--- config.mk ---
export PLATFORM = sky130hd
export DESIGN_NAME = q_mult
export DESIGN_NICKNAME = d
export VERILOG_FILES = /design/src/rtl/q_mult_pkg.sv /design/src/rtl/q_sat.sv /design/src/rtl/q_mult.sv
export SDC_FILE = /design/constraint.sdc
export NUM_CORES = 2
export LEC_CHECK = 0
export ABC_AREA = 1
export CELL_PAD_IN_SITES_DETAIL_PLACEMENT = 1
export CELL_PAD_IN_SITES_GLOBAL_PLACEMENT = 1
export CORE_ASPECT_RATIO = 0.8
export CORE_MARGIN = 4
export CORE_UTILIZATION = 45
export CTS_CLUSTER_DIAMETER = 80
export CTS_CLUSTER_SIZE = 25
export DETAILED_ROUTE_END_ITERATION = 16
export GPL_ROUTABILITY_DRIVEN = 0
export PLACE_DENSITY_LB_ADDON = 0.1
export SLEW_MARGIN = 5
export SYNTH_ARGS = -nofsm -noshare
export SYNTH_HDL_FRONTEND = slang
export SYNTH_HIERARCHICAL = 1
export SYNTH_SLANG_ARGS = --single-unit
--- constraint.sdc ---
create_clock -name clk -period 1.33 [get_ports clk]
set_input_delay 0.399 -clock clk [delete_from_list [all_inputs] [get_ports clk]]
set_output_delay 0.399 -clock clk [all_outputs]
set_load 0.03 [all_outputs]
--- src/rtl/q_mult_pkg.sv ---
// rtl/q_mult_pkg.sv - shared constants for the signed fixed-point multiplier
//
// Purpose: default word geometry, saturation limits and Q16.16 constants
//          used by q_mult and the dense-layer datapath.
// Contents:
//   QM_N, QM_Q            default total / fractional bit counts
//   MAX_POS, MIN_NEG      saturation limits for the default word width
//   ONE, WEIGHT_SCALE     Q16.16 encodings of 1.0 and 1/256
package q_mult_pkg;

  localparam int QM_N = 32;
  localparam int QM_Q = 16;

  localparam logic [QM_N-1:0] MAX_POS = {1'b0, {(QM_N-1){1'b1}}};
  localparam logic [QM_N-1:0] MIN_NEG = {1'b1, {(QM_N-1){1'b0}}};

  localparam logic [31:0] ONE          = 32'h0001_0000;
  localparam logic [31:0] WEIGHT_SCALE = 32'h0000_0100;

endpackage

--- src/rtl/q_sat.sv ---
// rtl/q_sat.sv - combinational 2N-bit to N-bit signed saturation
//
// Purpose: clamp a wide signed value into the N-bit two's-complement range.
// Ports:
//   i_val  in  [2N-1:0]  wide signed value
//   o_val  out [N-1:0]   clamped value
//   o_ovf  out           1 when clamping changed the value
module q_sat
  import q_mult_pkg::*;
#(
  parameter int N = QM_N
) (
  input  logic signed [2*N-1:0] i_val,
  output logic signed [N-1:0]   o_val,
  output logic                  o_ovf
);

  // The value fits in N bits exactly when every bit from the N-bit sign
  // position upward is a copy of the wide sign bit.
  logic [N:0] w_hi;
  logic       w_fits;

  assign w_hi   = i_val[2*N-1:N-1];
  assign w_fits = (&w_hi) | ~(|w_hi);

  always_comb begin
    o_val = i_val[N-1:0];
    o_ovf = 1'b0;
    if (!w_fits) begin
      o_ovf = 1'b1;
      o_val = i_val[2*N-1] ? {1'b1, {(N-1){1'b0}}} : {1'b0, {(N-1){1'b1}}};
    end
  end

endmodule

--- src/rtl/q_mult.sv ---
// rtl/q_mult.sv - pipelined signed Q-format multiplier with saturation
//
// Purpose: q_result = sat((a * b) >>> Q), registered, one result per cycle.
// Build option: QMULT_ROUND_EN adds 2^(Q-1) before the shift (round to
//               nearest, halves toward +inf); undefined gives floor.
// Ports:
//   clk       in            rising-edge clock
//   rst       in            asynchronous active-high reset
//   a, b      in  [N-1:0]   signed Q-format operands
//   q_result  out [N-1:0]   registered saturated product
//   overflow  out           registered, 1 when q_result was saturated
module q_mult
  import q_mult_pkg::*;
#(
  parameter int N = QM_N,
  parameter int Q = QM_Q
) (
  input  logic                clk,
  input  logic                rst,
  input  logic signed [N-1:0] a,
  input  logic signed [N-1:0] b,
  output logic signed [N-1:0] q_result,
  output logic                overflow
);

  logic signed [2*N-1:0] w_a_ext;
  logic signed [2*N-1:0] w_b_ext;
  logic signed [2*N-1:0] w_prod;
  logic signed [2*N-1:0] w_pre;
  logic signed [2*N-1:0] w_shift;
  logic signed [N-1:0]   w_sat;
  logic                  w_ovf;

  // Operands are sign-extended to 2N so the product is exact at 2N bits.
  assign w_a_ext = {{N{a[N-1]}}, a};
  assign w_b_ext = {{N{b[N-1]}}, b};
  assign w_prod  = w_a_ext * w_b_ext;

`ifdef QMULT_ROUND_EN
  // |P| never exceeds 2^(2N-2), so adding the half-LSB cannot wrap.
  localparam logic signed [2*N-1:0] ROUND_K = (2*N)'(1) <<< (Q-1);
  assign w_pre = w_prod + ROUND_K;
`else
  assign w_pre = w_prod;
`endif

  assign w_shift = w_pre >>> Q;

  q_sat #(.N(N)) u_sat (
    .i_val (w_shift),
    .o_val (w_sat),
    .o_ovf (w_ovf)
  );

  always_ff @(posedge clk or posedge rst) begin
    if (rst) begin
      q_result <= '0;
      overflow <= 1'b0;
    end else begin
      q_result <= w_sat;
      overflow <= w_ovf;
    end
  end

endmodule

== Word level (Yosys, flattened, before mapping) ==
Cells that the tools add are included.

* Register bits: 33
* Input bits: 66
* Output and inout port bits: 33
* Word-level logic and storage cells: 10

* Multiply operators: 1
* Mux-type cells: 3
* Bitwise logic cells: 2
* Reduce and logical (&&, ||, !) cells: 2

{| class="wikitable"
|+ Operator list
! kind !! number
|-
| multiplier 32 x 32 -> 64 bit || 1
|-
| two-way mux 32 bit || 2
|-
| AND reduction 17 bit || 1
|-
| OR reduction 17 bit || 1
|-
| two-way mux 1 bit || 1
|-
| NOT 1 bit || 1
|-
| OR 1 bit || 1
|}

== Depth between registers and ports, before layout ==
* Depth after elaboration: 5
* Depth in mapped cells: 41
* Mapped depth without buffers: 39

== By module ==
Netlist, hierarchy kept.

{| class="wikitable"
|+ By module, submodules not included
! module !! times used !! cells an instance !! area each (µm²)
|-
| q_mult || 1 || 4970 || 39180.1
|-
| q_sat || 1 || 138 || 591.8
|}

== Worst setup path after synthesis ==
Ideal clock, no wire load.

* Path kind: in2reg
* From: in a[31]
* To: reg q_result[16]
* Arrival time: 8.246 ns
* Required time: 1.265 ns
* Setup slack: -6.981 ns
* Stages: 37
* Buffers on the path: 2
* Cells stage by stage: clkbuf_1 nand2_1 inv_1 fa_1 inv_1 fa_1 inv_1 fa_1 fa_1 inv_1 fa_1 inv_1 fa_1 inv_1 fa_1 fa_1 inv_1 ha_1 nand2_1 nor2_1 inv_1 nor2_1 nand2_1 nor2_1 nand2_1 nand2_1 nand2_1 nand2_1 nand2_1 nor2_1 nand2_1 nor2_2 nand2_1 nand2_2 buf_6 nand2_1 nand2_1

* Cells in the longest elaborated chain, start to end: 5
* Elaborated cells on any way between the ends: 7

{| class="wikitable"
|+ RTL lines
! element !! line !! RTL
|-
| start: declaration || q_mult.sv:20 || <nowiki>input logic signed [N-1:0] a,</nowiki>
|-
| multiplier 32 x 32 -> 64 bit * || q_mult.sv:37 || <nowiki>assign w_prod = w_a_ext * w_b_ext;</nowiki>
|-
| named net w_pre[63] || q_mult.sv:29 || <nowiki>logic signed [2*N-1:0] w_pre;</nowiki>
|-
| OR reduction 17 bit || q_sat.sv:24 || <nowiki>assign w_fits = (&w_hi) | ~(|w_hi);</nowiki>
|-
| NOT 1 bit || q_sat.sv:24 ||
|-
| OR 1 bit || q_sat.sv:24 ||
|-
| two-way mux 32 bit * || q_sat.sv:29 || <nowiki>if (!w_fits) begin</nowiki>
|-
| named net w_sat[16] || q_mult.sv:31 || <nowiki>logic signed [N-1:0] w_sat;</nowiki>
|-
| end signal: assignment || q_mult.sv:60 || <nowiki>q_result <= w_sat;</nowiki>
|-
| end: declaration || q_mult.sv:22 || <nowiki>output logic signed [N-1:0] q_result,</nowiki>
|}

Mark *: on every way through the listed nets, which the timed path passes. The rest lies on a longest branch.

== Final worst setup path ==
* From: in b[11]
* To: reg q_result[13]

* Cells in the longest elaborated chain, start to end: 5
* Elaborated cells on any way between the ends: 7

{| class="wikitable"
|+ RTL lines
! element !! line !! RTL
|-
| start: declaration || q_mult.sv:21 || <nowiki>input logic signed [N-1:0] b,</nowiki>
|-
| multiplier 32 x 32 -> 64 bit * || q_mult.sv:37 ||
|-
| named net w_pre[61] || q_mult.sv:29 ||
|-
| OR reduction 17 bit || q_sat.sv:24 ||
|-
| NOT 1 bit || q_sat.sv:24 ||
|-
| OR 1 bit * || q_sat.sv:24 ||
|-
| two-way mux 32 bit * || q_sat.sv:29 ||
|-
| named net w_sat[13] || q_mult.sv:31 ||
|}

Marked as above.

==> impl_metrics.yaml <==
routing:
  ant_nets: 0
  vias_per_cell: 5.12
  drt_iter0_markers: 2266
  vias: 35700
  wl_per_cell_um: 22.9
  route.detailed.drc: 0
  drtPass1Iterations: 6
  wl_um: 160000
finish:
  syn_to_final_growth_pct: 30.6
  fin_nets: 7119
  drive_above_1_share_pct: 23.8
  num_antenna_cells: 0
clock_tree:
  clk_pin_slew_ps: 50
  cts_max_level: 2
  cts.sinks: 33
  cts_buffers: 5
  root_buffer: "clkbuf_16"
  clockBufferDepth: 2
  holdBufCountCts: 0
  cts_tree: "done"
timing:
  min_period_over_period_pct: 604
  fin_crit_ps: 8040
  slew_headroom_pct: 65.7
  worstMarginPinSlew_ps: 513
  layout_setup_ws_ps: -6710
  setup_viol: 33
  hold_violations: 0
  max_freq_ghz: 0.124
  slew_violations: 0
  rsz0062_at_grt: "yes"
worst_hold_path:
  worstHoldPathType: "in2async"
synth:
  syn_area_mm2: 0.0398
  synth_warnings: 6
  ys_top_cells_by_area: "fa_1 54%, inv_1 16%, nand2_1 14%, ha_1 5.7%, dfrtp_1 2.1%"
  synth_top_family_by_area: "adder cells"
  synth.area.mux_share_pct: 0
  ys_async_sr_fraction_pct: 100
  synth_top_area_cell: "fa_1"
  synth_xor_area_share_pct: 0.639
  synth_enable_flop_cells: 0
  synth-simple-area-share_pct: 17.7
  synth_flop_cell: "dfrtp_1"
  synth_top_area_share_pct: 54.4
  synth_nets: 6435
  synthAdderAreaFrac_pct: 60.1
  netlist_instances: 5108
  synth.most_common_cell: "inv_1"
  synthTopCellsByCount: "1650 x inv_1, 1496 x nand2_1, 1081 x fa_1"
  synth_cell_types: 35
  synth_sequential_area_ratio_pct: 2.08
  synth_seq_cells: 33
  synth-compound-area-share_pct: 1.82
  syn_area_per_cell_um2: 7.79
floorplan:
  die_h_um: 274
  pin_count: 99
  fp.dieW_um: 340
  dieArea_mm2: 0.0932
  num_rows: 97
  coreArea_mm2: 0.0876
  start_util_pct: 45.4
global_route:
  grt_start_max_net_pins: 34
  overflow: 0
  track_usage_pct: 31.8
  grt_pass1_wl_um: 229000
  grt_pass1_vias: 40000
  antenna_found_initial: 6
setup_path:
  cp_top_family: "adder cells"
  path_class: "in2reg"
  crit_path_end_kind: "flip-flop"
  slowest_stage: "fa_2"
  crit_fanout: 8
  startpoint_type: "input port"
  crit_buf_inv: 11
  worstPathRequired_ps: 1540
  critPathMaxStageDelay_ps: 630
  cp_data_arrival_time_ps: 8250
flow_run:
  cap_violations: 0
placement:
  detailed_place_hpwl_um: 116000
  pre_cts_ws_ps: -7240
  port_buffers: 98
status:
  violations: "setup timing"
  status: "complete, but fails checks"
==> area by class of cell <==
cell class	instances	area (um^2)
clock buffer	6	129
clock inverter	2	10.0
fill	10500	35700
inverter	1659	6240
multi-input combinational	3219	34000
sequential	33	826
tap	1188	1490
timing repair buffer	874	9270
==> per-stage QoR <==
stage | std cells | cell area [um^2] | utilization (%) | setup TNS, ps | hold slack, ps
2_1_floorplan | 5108 | 40000 | - | -206760 | 528
3_3_place_gp | 6805 | 47400 | 54.0 | -233760 | 756
3_5_place_dp | 6805 | 47400 | 54.0 | -237440 | 767
4_1_cts | 6888 | 49300 | 56.2 | -215890 | 472
5_1_grt | 6981 | 51900 | 59.3 | -226010 | 497
6_report | 6981 | 51900 | 59.3 | -219260 | 462
==> final timing paths <==
path	start	to	depth (start not counted)
setup / recovery	b[11]	q_result[13]	37
min in group clk	q_result[25]	q_result[25]	1
hold / removal	rst	q_result[30]	3
max in group asynchronous	rst	q_result[11]	3
==> cells by family after synthesis <==
group / count (synthesis)
AOI/OAI and AO/OA: 134
xor gates and xnor gates: 29
DFF: 33
and+or+nand+nor: 1793
buffers and inverters: 1858
adders and majority gates: 1261
==> layer usage <==
metal  part of all wire (%)  global-route usage (%)  up-vias
met1                     39                    41.4    18500
li1                       -                       -    15300
met3                    7.0                    3.44      490
met2                     49                    56.6     1385
met4                    5.4                    8.97        4
met5                  0.019                       0        -
==> cell usage in the layout (no fill, tap or decap), drive strengths merged, types with 13 or more instances in the layout <==
| cell | instances |
|---|---|
| nand2 | 1519 |
| nor2 | 192 |
| xor2 | 22 |
| dfrtp | 33 |
| o21ai | 39 |
| inv | 1656 |
| bufbuf | 24 |
| fa | 1081 |
| ha | 180 |
| buf | 770 |
| dlymetal6s2s | 13 |
| nand3 | 51 |
| clkbuf | 65 |
| a21oi | 80 |
==> flip-flops by register name, summed over array words and instances (netlist names) <==
signal and count:
q_result 32, overflow 1
==> what timing repair did <==
action	CTS	global route
gates cloned	28	25
resized for setup	208	591
pin swaps	75	211
buffers inserted	47	69
endpoints found under the setup margin	33	33
Power is left out: the tool's default activity adds up to more than one toggle a clock period on the data nets, which glitch-free logic cannot reach.
